`config.mk`:
```
export PLATFORM = sky130hd
export DESIGN_NAME = mem_arbiter
export DESIGN_NICKNAME = d
export VERILOG_FILES = /design/src/rtl/mem_arbiter.sv
export SDC_FILE = /design/constraint.sdc
export NUM_CORES = 1
export LEC_CHECK = 0
export BUFFER_PORTS_ARGS = -buffer_cell sky130_fd_sc_hd__buf_2
export CAP_MARGIN = 0
export CORE_AREA = 2 2 188 190
export CTS_CLUSTER_SIZE = 10
export DETAILED_ROUTE_END_ITERATION = 12
export DIE_AREA = 0 0 190 192
export GPL_TIMING_DRIVEN = 0
export PLACE_DENSITY = 0.48
export SLEW_MARGIN = 20
export SYNTH_ARGS = -nofsm -noshare
export SYNTH_HDL_FRONTEND = slang
export SYNTH_SLANG_ARGS = --single-unit
export TNS_END_PERCENT = 50
```
`constraint.sdc`:
```
create_clock -name clock -period 4.6 [get_ports clock]
set_input_delay 0.23 -clock clock [delete_from_list [all_inputs] [get_ports clock]]
set_output_delay 0.23 -clock clock [all_outputs]
set_load 0.005 [all_outputs]
```
`src/rtl/mem_arbiter.sv`:
```
// Shared-memory arbiter: round-robin between instruction-fetch and data ports,
// decoding the granted address onto the BRAM, print and CLINT slaves.
module mem_arbiter #(
  parameter logic [31:0] bram_base_addr  = 32'h0000_0000,
  parameter logic [31:0] bram_top_addr   = 32'h0010_0000,
  parameter logic [31:0] print_base_addr = 32'h0100_0000,
  parameter logic [31:0] print_top_addr  = 32'h0100_0004,
  parameter logic [31:0] clint_base_addr = 32'h0200_0000,
  parameter logic [31:0] clint_top_addr  = 32'h0200_C000
) (
  input  logic        clock,
  input  logic        reset,

  input  logic        imem_valid,
  input  logic [31:0] imem_addr,
  output logic [31:0] imem_rdata,
  output logic        imem_ready,
  output logic        imem_error,

  input  logic        dmem_valid,
  input  logic [31:0] dmem_addr,
  input  logic [31:0] dmem_wdata,
  input  logic [3:0]  dmem_wstrb,
  output logic [31:0] dmem_rdata,
  output logic        dmem_ready,
  output logic        dmem_error,

  output logic        bram_valid,
  output logic        bram_instr,
  output logic [31:0] bram_addr,
  output logic [31:0] bram_wdata,
  output logic [3:0]  bram_wstrb,
  input  logic [31:0] bram_rdata,
  input  logic        bram_ready,

  output logic        print_valid,
  output logic        print_instr,
  output logic [31:0] print_addr,
  output logic [31:0] print_wdata,
  output logic [3:0]  print_wstrb,
  input  logic [31:0] print_rdata,
  input  logic        print_ready,

  output logic        clint_valid,
  output logic        clint_instr,
  output logic [31:0] clint_addr,
  output logic [31:0] clint_wdata,
  output logic [3:0]  clint_wstrb,
  input  logic [31:0] clint_rdata,
  input  logic        clint_ready
);

  typedef enum logic [1:0] {S_IDLE, S_GRANT, S_WAIT, S_ERR} state_t;
  typedef enum logic {PORT_IMEM, PORT_DMEM} port_t;
  typedef enum logic [1:0] {TGT_BRAM, TGT_PRINT, TGT_CLINT, TGT_NONE} target_t;

  state_t      state, state_next;
  port_t       last, grant, grant_next;
  target_t     target, target_next;
  logic [31:0] req_addr, req_wdata;
  logic [3:0]  req_wstrb;
  logic [31:0] sel_addr;
  logic        any_valid;
  logic        sel_ready;
  logic [31:0] sel_rdata;

  function automatic logic in_window(input logic [31:0] addr,
                                     input logic [31:0] base,
                                     input logic [31:0] top);
    return (addr >= base) && (addr < top);
  endfunction

  assign any_valid = imem_valid || dmem_valid;

  // Round-robin: on a tie the port that did not win last time is granted.
  always_comb begin
    grant_next = PORT_DMEM;
    if (imem_valid && dmem_valid)
      grant_next = (last == PORT_IMEM) ? PORT_DMEM : PORT_IMEM;
    else if (imem_valid)
      grant_next = PORT_IMEM;

    sel_addr = (grant_next == PORT_IMEM) ? imem_addr : dmem_addr;

    target_next = TGT_NONE;
    if (in_window(sel_addr, bram_base_addr, bram_top_addr))
      target_next = TGT_BRAM;
    else if (grant_next == PORT_DMEM && in_window(sel_addr, print_base_addr, print_top_addr))
      target_next = TGT_PRINT;
    else if (grant_next == PORT_DMEM && in_window(sel_addr, clint_base_addr, clint_top_addr))
      target_next = TGT_CLINT;
  end

  always_ff @(posedge clock or posedge reset) begin
    if (reset) begin
      state <= S_IDLE;
    end else begin
      state <= state_next;
    end
  end

  always_ff @(posedge clock or posedge reset) begin
    if (reset) begin
      last      <= PORT_DMEM;
      grant     <= PORT_DMEM;
      target    <= TGT_NONE;
      req_addr  <= '0;
      req_wdata <= '0;
      req_wstrb <= '0;
    end else if (state == S_IDLE && any_valid) begin
      last      <= grant_next;
      grant     <= grant_next;
      target    <= target_next;
      req_addr  <= sel_addr;
      req_wdata <= (grant_next == PORT_IMEM) ? '0 : dmem_wdata;
      req_wstrb <= (grant_next == PORT_IMEM) ? '0 : dmem_wstrb;
    end
  end

  always_comb begin
    case (target)
      TGT_BRAM:  begin sel_ready = bram_ready;  sel_rdata = bram_rdata;  end
      TGT_PRINT: begin sel_ready = print_ready; sel_rdata = print_rdata; end
      TGT_CLINT: begin sel_ready = clint_ready; sel_rdata = clint_rdata; end
      default:   begin sel_ready = 1'b0;        sel_rdata = '0;          end
    endcase
  end

  always_comb begin
    state_next  = state;
    imem_rdata  = '0;
    imem_ready  = 1'b0;
    imem_error  = 1'b0;
    dmem_rdata  = '0;
    dmem_ready  = 1'b0;
    dmem_error  = 1'b0;
    bram_valid  = 1'b0;
    bram_instr  = 1'b0;
    bram_addr   = '0;
    bram_wdata  = '0;
    bram_wstrb  = '0;
    print_valid = 1'b0;
    print_instr = 1'b0;
    print_addr  = '0;
    print_wdata = '0;
    print_wstrb = '0;
    clint_valid = 1'b0;
    clint_instr = 1'b0;
    clint_addr  = '0;
    clint_wdata = '0;
    clint_wstrb = '0;

    case (state)
      S_IDLE: begin
        if (any_valid) state_next = S_GRANT;
      end
      S_GRANT: begin
        state_next = S_WAIT;
        case (target)
          TGT_BRAM: begin
            bram_valid = 1'b1;
            bram_instr = (grant == PORT_IMEM);
            bram_addr  = req_addr;
            bram_wdata = req_wdata;
            bram_wstrb = req_wstrb;
          end
          TGT_PRINT: begin
            print_valid = 1'b1;
            print_instr = (grant == PORT_IMEM);
            print_addr  = req_addr;
            print_wdata = req_wdata;
            print_wstrb = req_wstrb;
          end
          TGT_CLINT: begin
            clint_valid = 1'b1;
            clint_instr = (grant == PORT_IMEM);
            clint_addr  = req_addr;
            clint_wdata = req_wdata;
            clint_wstrb = req_wstrb;
          end
          default: state_next = S_ERR;
        endcase
      end
      S_WAIT: begin
        // Completion is passed straight through in the slave's ready cycle.
        if (sel_ready) begin
          state_next = S_IDLE;
          if (grant == PORT_IMEM) begin
            imem_ready = 1'b1;
            imem_rdata = sel_rdata;
          end else begin
            dmem_ready = 1'b1;
            dmem_rdata = sel_rdata;
          end
        end
      end
      S_ERR: begin
        state_next = S_IDLE;
        if (grant == PORT_IMEM) begin
          imem_ready = 1'b1;
          imem_error = 1'b1;
        end else begin
          dmem_ready = 1'b1;
          dmem_error = 1'b1;
        end
      end
      default: state_next = S_IDLE;
    endcase
  end

endmodule

```
==> impl_results.md <==
* Status: finished, final reports clean
* Final Worst Setup Slack at 1380 ps
* Slew Viols, Final at 0
* Hold depth at 2
* Die width at 190 um
* Core Box Area at 0.0343 mm^2
* Worst R2R Setup Slack at 1860 ps
* Reg2reg end: state[0]
* Sequential element share of the synthesized area at 33.2%
* Worst Setup Path Type: reg2out
* Total number of vias at 6801
* Pwr dens at 321 mW/mm^2
* CP endpoint kind: output pin
* Multi-input gate area at 0.00339 mm^2
* Iteration-0 DRC Markers at 333
* Synth Register Bits at 73
* Die area at 0.0365 mm^2
* Drt pass-1 iters at 5
* Fraction of layout cells with a size suffix above 1 at 44.3%
* DRC errors left at 0
* Num CTS Buffers at 9
* Global-route wire length before repair at 40.6 mm
* Initial antenna violation count at 1
* Vias in the first global route at 6378
* Synth area leaders: dfrtp_1 (32%), and2_1 (23%), mux2i_1 (12%), nor2_1 (7.1%), a22o_1 (5.7%)
* Resized cells post-CTS at 0
* Placed Area at 0.00852 mm^2
* Hold crit path type: in2reg
* Yosys top cell area share at 31.8%
* RSZ-0062 raised after global routing: no
* Period Utilization, post-route at 70.0%
* Layout Nets at 1386
* Share of synthesized flip-flops with an asynchronous set or reset at 100%
* DP HPWL at 24.3 mm
* Post-synth EDFFs at 0
* Register area at 0.00183 mm^2
* Lkg Pwr at 5.21 nW
* Crit path launch type: register
* Max_slew headroom at 30.2%
* Setup_tns at 0 ps
* Syn Inst Count at 689
* Fmax at 0.310 GHz
* Max-cap viol count at 0
* Yosys Warn Count at 0
* Site Rows at 68
* WL/cell at 17.9 um
* Hold Vio Cnt, Final at 0
* Largest net degree at the start of global routing at 39
* Initial core utilization at 16.1%
* Cell taking the most area after synthesis: dfrtp_1
* Pre-CTS WS at 1650 ps
* Clock period minus worst slack at 3220 ps
* # Post-CTS Setup Buffers at 0
* Synth cell count leaders: and2_1 (205), nor2_1 (104), dfrtp_1 (70)
* Ys flop type: dfrtp_1
* TritonCTS clock tree: done
* Synth-to-Final Area Change at 60.3%
* Critical Path Fanout Max at 10
* Chip Height at 192 um
* Grt ovf at 0
* Clock root cell: clkbuf_16
* Synth cell types at 38
* Worst reg2reg path depth at 5
* Req. time, crit path at 4370 ps
* Most common cell in the netlist: and2_1
* CTS Buffer Depth at 2
* Synthesized area per cell at 7.99 um^2
* # port buffers at 480
* Final instance area at 0.00883 mm^2
* Final setup viols at 0
* Measured slew at the worst slew-check pin at 1040 ps
* Worst r2r src: state[1]
* Clk Latency, worst-skew pair at 340 ps
* Crit path to: print_addr[16]
* CP startpoint: target[0]
* H-tree Lvls at 3
* Gpl congestion at 0.798
* Mapped cell area at 0.00551 mm^2
* Vias per inst at 4.14
* Maximum vdd drop at 156 uV
* GR Util All Layers at 15.0%
* Clock Pin Slew Worst Setup and Hold Paths at 70 ps
* Detailed Route WL at 29.5 mm
* Detail Route Antenna Nets at 0
* Arr. time, crit path at 2990 ps
* Fillers at 3842
* Syn_nets at 892
* Layout Skew at 9.63 ps
* IO Count at 481
* Number of clock sinks at 73
[registers in the layout, indices dropped and copies added, names as in the netlist]
| register | flops |
|---|---|
| grant | 1 |
| req_addr | 32 |
| state | 2 |
| req_wstrb | 4 |
| req_wdata | 32 |
| target | 2 |
[area by class of cell]
| cell class | instances | area share (%) |
|---|---|---|
| repair buffers | 483 | 27.7 |
| diodes | 1 | 0.0283 |
| well taps | 455 | 6.45 |
| clock inverters | 6 | 0.765 |
| flip-flops and latches | 73 | 20.7 |
| clock buffers | 10 | 2.59 |
| inverters | 3 | 0.156 |
| multi-input cells | 552 | 38.4 |
| plain buffers | 61 | 3.22 |
[critical path, cell delays in order, from the launching register on]
cell and delay, ps:
dfstp_2 530, buf_2 160, inv_1 90, nor3_2 830
clkbuf_1 410, clkbuf_1 340, and2_1 170, buf_2 110
[power by group]
part / leakage, nW / total (mW) / switching (mW) / internal (mW)
Sequential: 0.914 / 1.23 / 0.308 / 0.926
Clock: 0.139 / 0.732 / 0.309 / 0.423
Combinational: 4.16 / 0.869 / 0.498 / 0.371
[logic make-up after synthesis]
| logic type | after synthesis | synth area share, % |
|---|---|---|
| AOI/OAI and AO/OA | 114 | 13.3 |
| muxes | 65 | 11.8 |
| buffers and inverters | 64 | 5.36 |
| and+or+nand+nor | 373 | 36.3 |
| DFF | 73 | 33.2 |
[stage by stage]
step / total power, mW / cells / hold slack, ps / utilization, %
2_1_floorplan: 1.64 / 689 / 363 / -
3_3_place_gp: 2.11 / 1624 / 450 / 24.7
3_5_place_dp: 2.14 / 1626 / 330 / 24.8
4_1_cts: 2.90 / 1643 / 84.0 / 25.7
5_1_grt: 3.05 / 1644 / 92.9 / 25.7
6_report: 2.84 / 1644 / 107 / 25.7
[layout by cell type (no fill, tap or decap), types with 3 or more instances in the layout]
cell         n
buf_4        4
and2_1     205
buf_1        3
mux2i_1     65
nor4_1      10
clkbuf_1    38
nor2b_1      3
dfstp_2      3
o21ai_0     37
a21oi_1     32
clkbuf_16    9
a22o_1      36
buf_6        4
nand2_1     35
dfrtp_1     70
buf_2      493
nor2_1     104
[worst min path at each step]
stage	start	end	slack [ps]
2_1_floorplan	dmem_wdata[0]	req_wdata[0]	360
3_3_place_gp	dmem_wdata[6]	req_wdata[6]	450
3_5_place_dp	reset	req_wdata[20]	330
4_1_cts	dmem_wdata[9]	req_wdata[9]	80
5_1_grt	dmem_wdata[18]	req_wdata[18]	90
6_report	dmem_wdata[9]	req_wdata[9]	110
[metal layers]
| layer | routed length (um) | global-route usage [%] | vias to the layer above |
|---|---|---|---|
| li1 | - | - | 3266 |
| met5 | 0 | 0 | - |
| met2 | 14200 | 25.1 | 300 |
| met1 | 13300 | 20.3 | 3211 |
| met4 | 347 | 2.92 | 0 |
| met3 | 1650 | 2.52 | 24 |
[timing repair]
action | in CTS | in global routing
endpoints found under the hold margin | 33 | 0
hold buffers | 1 | 0
endpoints found under the setup margin | 0 | 0
(Power assumes the default switching activity.)
